<file path="config.mk">
export PLATFORM = sky130hd
export DESIGN_NAME = npu_stream_tile
export DESIGN_NICKNAME = d
export VERILOG_FILES = /design/src/rtl/npu_pkg.sv /design/src/rtl/npu_ppu_lane.sv /design/src/rtl/npu_stream_tile.sv
export SDC_FILE = /design/constraint.sdc
export NUM_CORES = 2
export LEC_CHECK = 0
export ABC_AREA = 1
export ABC_CLOCK_PERIOD_IN_PS = 30200
export BUFFER_PORTS_ARGS = -buffer_cell sky130_fd_sc_hd__buf_2
export CORE_MARGIN = 2
export CORE_UTILIZATION = 50
export CTS_BUF_LIST = sky130_fd_sc_hd__clkbuf_4 sky130_fd_sc_hd__clkbuf_8 sky130_fd_sc_hd__clkbuf_16
export DETAILED_ROUTE_END_ITERATION = 8
export PLACE_DENSITY = 0.66
export SLEW_MARGIN = 25
export SYNTH_ARGS = -nofsm -noshare
export SYNTH_HDL_FRONTEND = slang
export SYNTH_SLANG_ARGS = --single-unit
</file>
<file path="constraint.sdc">
create_clock -name clk -period 30.2 [get_ports clk]
set_clock_uncertainty 0.1 [all_clocks]
set_input_delay 4.53 -clock clk [delete_from_list [all_inputs] [get_ports clk]]
set_output_delay 4.53 -clock clk [all_outputs]
set_load 0.05 [all_outputs]
</file>
<file path="src/rtl/npu_pkg.sv">
// Shared types for the NPU stream tile: FSM state encoding and per-job configuration.
// Latency: n/a (types and constants only).
// Backpressure: n/a.
package npu_pkg;

    localparam int NPU_SHIFT_W = 5;

    typedef enum logic [1:0] {
        ST_IDLE  = 2'd0,
        ST_ACCUM = 2'd1,
        ST_DRAIN = 2'd2
    } state_t;

    // Requantisation settings captured on the first beat of a job.
    typedef struct packed {
        logic [NPU_SHIFT_W-1:0] shift;
        logic                   relu_en;
    } job_cfg_t;

endpackage

</file>
<file path="src/rtl/npu_ppu_lane.sv">
// Post-processing lane: round-half-up arithmetic shift, optional ReLU, saturate to DATA_WIDTH.
// Latency: combinational.
// Backpressure: none; the output follows the registered accumulator it is fed.
module npu_ppu_lane #(
    parameter int DATA_WIDTH = 8,
    parameter int ACC_WIDTH  = 24,
    parameter int SHIFT_W    = 5
) (
    input  logic signed [ACC_WIDTH-1:0]  acc_i,
    input  logic        [SHIFT_W-1:0]    shift_i,
    input  logic                         relu_en_i,
    output logic signed [DATA_WIDTH-1:0] res_o,
    output logic                         sat_o
);

    // Result limits expressed at the widened working precision.
    localparam logic signed [ACC_WIDTH:0] MAX_V = (ACC_WIDTH+1)'(2**(DATA_WIDTH-1) - 1);
    localparam logic signed [ACC_WIDTH:0] MIN_V = ~MAX_V;

    logic signed [ACC_WIDTH:0] ext;
    logic signed [ACC_WIDTH:0] rnd;
    logic signed [ACC_WIDTH:0] sum;
    logic signed [ACC_WIDTH:0] shifted;
    logic signed [ACC_WIDTH:0] clipped;

    // One extra bit of headroom keeps the rounding addend from overflowing a full-scale accumulator.
    always_comb begin
        ext = {acc_i[ACC_WIDTH-1], acc_i};
        rnd = '0;
        if (shift_i != '0) begin
            rnd = (ACC_WIDTH+1)'(1) << (shift_i - SHIFT_W'(1));
        end
        sum     = ext + rnd;
        shifted = sum >>> shift_i;
        clipped = shifted;
        if (relu_en_i && shifted[ACC_WIDTH]) begin
            clipped = '0;
        end
        sat_o = 1'b0;
        res_o = clipped[DATA_WIDTH-1:0];
        if (clipped > MAX_V) begin
            res_o = MAX_V[DATA_WIDTH-1:0];
            sat_o = 1'b1;
        end else if (clipped < MIN_V) begin
            res_o = MIN_V[DATA_WIDTH-1:0];
            sat_o = 1'b1;
        end
    end

endmodule

</file>
<file path="src/rtl/npu_stream_tile.sv">
// Outer-product INT8 matmul tile: accumulates A-column x B-row per beat, drains requantised C rows.
// Latency: first output row valid the cycle after the tlast beat; one row per cycle thereafter.
// Backpressure: input stalled (tready=0) while draining; output row held stable until m_axis_tready.
module npu_stream_tile
    import npu_pkg::*;
#(
    parameter int ROWS       = 4,
    parameter int COLS       = 4,
    parameter int DATA_WIDTH = 8,
    parameter int ACC_WIDTH  = 24,
    parameter int SHIFT_W    = NPU_SHIFT_W
) (
    input  logic                              clk,
    input  logic                              rst,
    input  logic [SHIFT_W-1:0]                cfg_shift,
    input  logic                              cfg_relu_en,
    input  logic                              s_axis_tvalid,
    output logic                              s_axis_tready,
    input  logic [(ROWS+COLS)*DATA_WIDTH-1:0] s_axis_tdata,
    input  logic                              s_axis_tlast,
    output logic                              m_axis_tvalid,
    input  logic                              m_axis_tready,
    output logic [COLS*DATA_WIDTH-1:0]        m_axis_tdata,
    output logic                              m_axis_tlast,
    output logic                              busy,
    output logic                              done,
    output logic                              sat_flag
);

    localparam int RW = (ROWS > 1) ? $clog2(ROWS) : 1;
    localparam logic [RW-1:0] LAST_ROW = RW'(ROWS - 1);

    state_t                 state_q;
    logic [RW-1:0]          row_idx_q;
    job_cfg_t               cfg_q;
    logic                   done_q;
    logic                   sat_q;

    logic                   in_rdy;
    logic                   out_vld;
    logic                   in_hs;
    logic                   out_hs;

    logic signed [ACC_WIDTH-1:0]  acc_w    [ROWS][COLS];
    logic signed [DATA_WIDTH-1:0] lane_res [COLS];
    logic [COLS-1:0]              lane_sat;
    logic [COLS*DATA_WIDTH-1:0]   row_dat;

    assign in_rdy  = !rst && (state_q != ST_DRAIN);
    assign out_vld = !rst && (state_q == ST_DRAIN);
    assign in_hs   = s_axis_tvalid && in_rdy;
    assign out_hs  = out_vld && m_axis_tready;

    // MAC array: one accumulator per C element; a beat taken in IDLE overwrites instead of adding.
    for (genvar gi = 0; gi < ROWS; gi++) begin : g_row
        for (genvar gj = 0; gj < COLS; gj++) begin : g_col
            logic signed [DATA_WIDTH-1:0]   a_e;
            logic signed [DATA_WIDTH-1:0]   b_e;
            logic signed [2*DATA_WIDTH-1:0] prod;
            logic signed [ACC_WIDTH-1:0]    acc_d;
            logic signed [ACC_WIDTH-1:0]    acc_q;

            assign a_e   = s_axis_tdata[gi*DATA_WIDTH +: DATA_WIDTH];
            assign b_e   = s_axis_tdata[(ROWS+gj)*DATA_WIDTH +: DATA_WIDTH];
            assign prod  = a_e * b_e;
            assign acc_d = ((state_q == ST_IDLE) ? '0 : acc_q) + ACC_WIDTH'(prod);

            // Accumulator update on every accepted input beat; wraps modulo 2^ACC_WIDTH.
            always_ff @(posedge clk) begin
                if (in_hs) begin
                    acc_q <= acc_d;
                end
            end

            assign acc_w[gi][gj] = acc_q;
        end
    end

    // Post-processing of the row currently being drained.
    for (genvar gj = 0; gj < COLS; gj++) begin : g_lane
        npu_ppu_lane #(
            .DATA_WIDTH (DATA_WIDTH),
            .ACC_WIDTH  (ACC_WIDTH),
            .SHIFT_W    (SHIFT_W)
        ) u_lane (
            .acc_i      (acc_w[row_idx_q][gj]),
            .shift_i    (cfg_q.shift),
            .relu_en_i  (cfg_q.relu_en),
            .res_o      (lane_res[gj]),
            .sat_o      (lane_sat[gj])
        );
        assign row_dat[gj*DATA_WIDTH +: DATA_WIDTH] = lane_res[gj];
    end

    // Job sequencing: latch cfg on the first beat, drain rows, flag saturation on accepted rows.
    always_ff @(posedge clk) begin
        if (rst) begin
            state_q   <= ST_IDLE;
            row_idx_q <= '0;
            cfg_q     <= '0;
            done_q    <= 1'b0;
            sat_q     <= 1'b0;
        end else begin
            done_q <= 1'b0;
            unique case (state_q)
                ST_IDLE: begin
                    if (in_hs) begin
                        cfg_q.shift   <= cfg_shift;
                        cfg_q.relu_en <= cfg_relu_en;
                        state_q       <= s_axis_tlast ? ST_DRAIN : ST_ACCUM;
                    end
                end
                ST_ACCUM: begin
                    if (in_hs && s_axis_tlast) begin
                        state_q <= ST_DRAIN;
                    end
                end
                ST_DRAIN: begin
                    if (out_hs) begin
                        if (|lane_sat) begin
                            sat_q <= 1'b1;
                        end
                        if (row_idx_q == LAST_ROW) begin
                            row_idx_q <= '0;
                            done_q    <= 1'b1;
                            state_q   <= ST_IDLE;
                        end else begin
                            row_idx_q <= row_idx_q + 1'b1;
                        end
                    end
                end
                default: state_q <= ST_IDLE;
            endcase
        end
    end

    assign s_axis_tready = in_rdy;
    assign m_axis_tvalid = out_vld;
    assign m_axis_tdata  = out_vld ? row_dat : '0;
    assign m_axis_tlast  = out_vld && (row_idx_q == LAST_ROW);
    assign busy          = !rst && (state_q != ST_IDLE);
    assign done          = !rst && done_q;
    assign sat_flag      = !rst && sat_q;

endmodule

</file>
Word level (Yosys, flattened, before mapping)
Index checks and enable logic that the tools add are counted.

cells by class
  $add $sub $neg = 22
  multiply operators = 16
  order comparisons = 9
  equal/unequal tests = 8
  shift operators = 5
  mux-type cells = 49
  bitwise logic cells = 3
  reductions and logical operators = 23

operators with widths
  cell                  count
  $add 24x24->24        16
  $mux 24               16
  $mul 8x8->16          16
  $bmux 96 s2           1
  $mux 96               2
  $mux 25               5
  $add 24x25->25        4
  $gt 25x8->1 const B   4
  $lt 25x8->1 const B   4
  $sshr 25x5->25        4
  $mux 8                8
  $mux 32               1
  $shl 1x5->25 const A  1
  $logic_and 1x1->1     13
  $mux 2                6
  $mux 1                9
  $ne 2x2->1 const B    4
  $pmux 2 s3            1
  $reduce_bool 5->1     1
  $sub 5x1->5 const B   1
  $eq 2x2->1 const B    2
  $reduce_and 2->1      2
  $reduce_and 4->1      1
  $reduce_or 4->1       1
  11 further kinds      12

storage, ports and cells
  flip-flop bits (word level) = 396
  bits of input ports = 75
  output and inout bits = 38
  logic and storage cells = 157

Depth between registers and ports, before layout
  word-level depth = 13
  depth in mapped cells = 43
  mapped depth without buffers = 39

By module
A second synthesis with hierarchy kept.

unflattened totals
  cells, all modules = 13639
  area, all modules = 92109.6 µm²

modules (own cells, without submodules)
  module                                instances  cells an instance  area each (µm²)  sequential area each (µm²)
  npu_stream_tile                       1          10423              76895.0          11771.3
  npu_ppu_lane at g_lane[0].u_lane ...  2          798                3762.4           0.0
  npu_ppu_lane at g_lane[3].u_lane      1          821                3862.5           0.0
  npu_ppu_lane at g_lane[2].u_lane      1          799                3827.4           0.0

Worst setup path after synthesis
OpenSTA, ideal clock, no wires.

  path kind = input to register
  start point = input port rst
  end point = register g_row[0].g_col[0].acc_q[0], enable pin
  setup time = 0.733 ns
  arrival time = 12.847 ns
  required time = 29.367 ns
  slack = 16.520 ns
  stages = 3
  buffers on the path = 0
  cell sequence = nor2_1 > nand2_1 > inv_1

on the way
  longest elaborated chain between the ends = 3

RTL lines
  element                 line                   source
  start: declaration      npu_stream_tile.sv:14  input logic rst,
  $logic_not 1->1         npu_stream_tile.sv:49  assign in_rdy = !rst && (state_q != ST_DRAIN);
  $logic_and 1x1->1       npu_stream_tile.sv:49
  $logic_and 1x1->1       npu_stream_tile.sv:51  assign in_hs = s_axis_tvalid && in_rdy;
  via in_hs               npu_stream_tile.sv:41  logic in_hs;
  end signal: assignment  npu_stream_tile.sv:71  acc_q <= acc_d;
  end: declaration        npu_stream_tile.sv:61  logic signed [ACC_WIDTH-1:0] acc_q;

The timed path passes the listed nets, and every way through them passes these cells.
A chain may end at the register's enable or synchronous reset.

Worst setup path after layout
  start point = register cfg_q[5] (netlist name)
  end point = output port m_axis_tdata[3]

on the way
  longest elaborated chain between the ends = 11
  elaborated cells between the ends (all ways) = 13
  those cells by class = add/sub (2); order compare (2); shift (2); mux (5); reduce/logical (2)

RTL lines
  element             line                    source
  start: declaration  npu_stream_tile.sv:35   job_cfg_t cfg_q;
  $sub 5x1->5         npu_ppu_lane.sv:31      rnd = (ACC_WIDTH+1)'(1) << (shift_i - SHIFT_W'(1));
  $shl 1x5->25        npu_ppu_lane.sv:31
  $mux 25             npu_ppu_lane.sv:30      if (shift_i != '0) begin
  $add 24x25->25      npu_ppu_lane.sv:33      sum = ext + rnd;
  $sshr 25x5->25 *    npu_ppu_lane.sv:34      shifted = sum >>> shift_i;
  $logic_and 1x1->1   npu_ppu_lane.sv:36      if (relu_en_i && shifted[ACC_WIDTH]) begin
  $mux 25 *           npu_ppu_lane.sv:36
  $lt 25x8->1         npu_ppu_lane.sv:44      end else if (clipped < MIN_V) begin
  $mux 8              npu_ppu_lane.sv:44
  $mux 8 *            npu_ppu_lane.sv:41      if (clipped > MAX_V) begin
  $mux 32 *           npu_stream_tile.sv:139  assign m_axis_tdata = out_vld ? row_dat : '0;
  end: declaration    npu_stream_tile.sv:23   output logic [COLS*DATA_WIDTH-1:0] m_axis_tdata,

Mark *: on every way between the ends. The rest lies on a longest branch, timed or not.

==> insert_results.sql <==
INSERT INTO impl_metrics (metric_group, metric, value, unit) VALUES
('sta', 'unrepaired_setup_endpoints_after_global_routing', 'no', ''),
('cells_and_area', 'drive_gt1_share', '3.40', '%'),
('setup_path', 'worst_path_max_delay_cell', 'sky130_fd_sc_hd__nor2_1', ''),
('route', 'number_of_drc_markers_after_the_initial_detailed_route_iteration', '6328', ''),
('global_route', 'global_route.usage.met1', '42.6', '%'),
('global_route', 'grt_util_all_layers', '30.6', '%'),
('global_route', 'met2_grt_util', '48.7', '%'),
('global_route', 'vias_in_the_first_global_route', '75000', ''),
('sta', 'timing.final.hold_violations', '0', ''),
('global_route', 'busiest_layer', 'met2', ''),
('flow_run', 'max_capacitance_violation_total', '0', ''),
('logic_synthesis', 'netlist-cell-type-count', '61', ''),
('logic_synthesis', 'avgSynthCellArea', '7.06', 'sq um'),
('sta', 'fin_tns_setup', '0', 'ns'),
('route', 'drt_first_pass_iters', '7', ''),
('placed_design', 'hpwl', '217000', 'microns'),
('setup_path', 'path_max_fanout', '43', ''),
('logic_synthesis', 'async_reset_ff_share', '0', '%'),
('clocking', 'cts_inserted_buffers', '47', ''),
('global_route', 'gr_layer_usage_met3', '3.71', '%'),
('route', 'vias', '75900', ''),
('clocking', 'cts-root-to-sink-buffers', '3', ''),
('cells_and_area', 'area_delta_synth_final', '4.56', '%'),
('worst_hold_path', 'hold_path_startpoint', 'sat_q', ''),
('logic_synthesis', 'yosysTopAreaCellShare', '20.9', '%'),
('logic_synthesis', 'ys_seq_area_share', '13.7', '%'),
('clocking', 'clock_tree.htree_level_count', '2', ''),
('global_route', 'overflow', '0', ''),
('route', 'drt_via_density', '5.33', ''),
('logic_synthesis', 'synthesis.area', '85800', 'sq um'),
('setup_path', 'cp_num_buf_inv', '6', ''),
('logic_synthesis', 'ys_ff_latch', '396', ''),
('setup_path', 'slowest_cell_delay_on_critical_path', '1.00', 'ns'),
('clocking', 'cts.clk_slew.worst_paths', '0.06', 'ns'),
('cells_and_area', 'layout.nets', '13800', ''),
('setup_path', 'path_class', 'flop to output port', ''),
('logic_synthesis', 'ys_warn_count', '0', ''),
('logic_synthesis', 'ys_top_cells_by_count', 'sky130_fd_sc_hd__nand2_1 (2906), sky130_fd_sc_hd__inv_1 (2740), sky130_fd_sc_hd__nand3_1 (1052)', ''),
('setup_path', 'required_time_at_the_worst_slack_endpoint', '25.57', 'ns'),
('clocking', 'post_cts_buffers', '0', ''),
('logic_synthesis', 'synth_largest_area_cell', 'sky130_fd_sc_hd__fa_1', ''),
('placed_design', 'buffer_ports.inserted', '112', ''),
('floorplan', 'row_count', '151', ''),
('floorplan', 'core_region_area', '170000', 'sq um'),
('placed_design', 'place.gp.congestion', '0.972', ''),
('floorplan', 'fp.dieArea', '175000', 'sq um'),
('sta', 'count_of_final_setup_violators', '0', ''),
('setup_path', 'critPathCaptureType', 'output port', ''),
('route', 'route.final.wire_length', '268000', 'microns'),
('logic_synthesis', 'number_of_synthesized_flops_with_an_enable_pin', '384', ''),
('floorplan', 'die_height', '418', 'microns'),
('route', 'drcViolationCount', '0', ''),
('setup_path', 'beginning_of_the_worst_register_to_register_path', 'cfg_q[5]', ''),
('setup_path', 'crit_cells', '27', ''),
('logic_synthesis', 'postSynthCellCount', '12100', ''),
('power_and_ir_drop', 'leakage', '0.0515', 'uW'),
('sta', 'post-route-period-util', '39.9', '%'),
('sta', 'timing.slew.headroom', '28.1', '%'),
('logic_synthesis', 'ys.flop_type', 'sky130_fd_sc_hd__edfxtp_1', ''),
('setup_path', 'worstPathArrival', '7.41', 'ns'),
('sta', 'post-route-min-period', '12.04', 'ns'),
('global_route', 'antenna_found_initial', '16', ''),
('sta', 'report.final.slew_viol_count', '0', ''),
('clocking', 'cts_tree', 'done', ''),
('sta', 'achievable_freq', '83.1', 'MHz'),
('worst_hold_path', 'worst_hold_path.endpoint', 'sat_q', ''),
('setup_path', 'start_kind', 'flop', ''),
('clocking', 'hold_buffers', '0', ''),
('clocking', 'postCtsResizedCells', '0', ''),
('run_status', 'result_of_the_run', 'complete, no violations', ''),
('setup_path', 'rr_endpoint', 'sat_q', '');
## kinds of logic (layout without fill, tap and decap cells)
family,count (synthesis),after routing,synth area share (%)
buf+inv,3195,3063,14.3
fa+ha+maj,1781,1781,33.8
other cells,0,5,0
flops,396,396,13.7
mux,2,2,0.0233
compound gates,1209,1209,7.64
xor+xnor,661,661,6.75
simple gates,4901,4901,23.7
## registers in the layout, summed over array words and instances (netlist names)
register	count
cfg_q	6
row_idx_q	2
sat_q	1
g_row.g_col.acc_q	384
done_q	1
state_q	2
## final cells by class
| class | instances | area (sq um) |
|---|---|---|
| tap | 2218 | 2780 |
| antenna | 5 | 12.5 |
| fill | 16700 | 80200 |
| inverter | 2789 | 10500 |
| multi-input combinational | 8554 | 61800 |
| clock inverter | 29 | 313 |
| sequential | 396 | 11800 |
| timing repair buffer | 189 | 1180 |
| clock buffer | 56 | 1260 |
## worst max path at each step
stage                                  end  slack, ns        startpoint
6_report                   m_axis_tdata[3]      18.16          cfg_q[5]
5_1_grt                    m_axis_tdata[5]      17.80          cfg_q[5]
4_1_cts                    m_axis_tdata[3]      18.32          cfg_q[5]
3_5_place_dp   g_row[0].g_col[1].acc_q[23]      18.25  s_axis_tdata[43]
3_3_place_gp   g_row[3].g_col[1].acc_q[23]      18.38  s_axis_tdata[28]
2_1_floorplan   g_row[0].g_col[0].acc_q[0]      16.52               rst
## metrics by stage
step           instance area (sq um)  total power [uW]  utilization [%]  instances  hold WS (ns)
3_3_place_gp                   88000             10100             51.8      14100         0.339
5_1_grt                        89700             12300             52.8      14200         0.380
6_report                       89700             11200             52.8      14200         0.360
3_5_place_dp                   88000             10400             51.8      14100         0.344
4_1_cts                        89600             11000             52.8      14200         0.360
2_1_floorplan                  85800              7890                -      12100         0.321
## worst register-to-register path: cells and delay by family, from the launching register on
family                     cells  cell delay (ns)
adders and majority gates      1             0.49
and+or+nand+nor               23             3.95
DFF                            1             0.31
buffers and inverters          4             1.40
AOI/OAI and AO/OA              1             0.45
## power by group
| part | internal, uW | leakage, uW | switching (uW) |
|---|---|---|---|
| registers | 1330 | 0.00369 | 102 |
| clock network | 350 | 0.000773 | 256 |
| logic | 3230 | 0.0470 | 5910 |
## layout by cell type (no fill, tap or decap), drive strengths merged, types with 5 or more instances in the layout
cell / instances
o21bai: 71
dfxtp: 12
nor3: 23
a21oi: 727
a21o: 36
nand4: 85
nand3: 1061
buf: 189
o21ai: 272
xor2: 432
edfxtp: 384
o21a: 5
o31ai: 14
xnor2: 229
o211ai: 18
ha: 885
and2: 7
nor2: 778
nand2: 2934
clkinv: 21
bufinv: 6
a21boi: 7
fa: 896
nand3b: 7
inv: 2788
or2: 5
diode: 5
clkbuf: 56
a31oi: 39
## metal layers
layer / part of all wire [%] / routed length (microns) / vias up
met1: 45 / 119000 / 36100
met3: 6.7 / 18000 / 419
met5: 0.014 / 38 / -
met2: 44 / 119000 / 2421
li1: - / - / 37000
met4: 4.3 / 11500 / 6
Note: power is estimated with default switching activity, not from simulation.
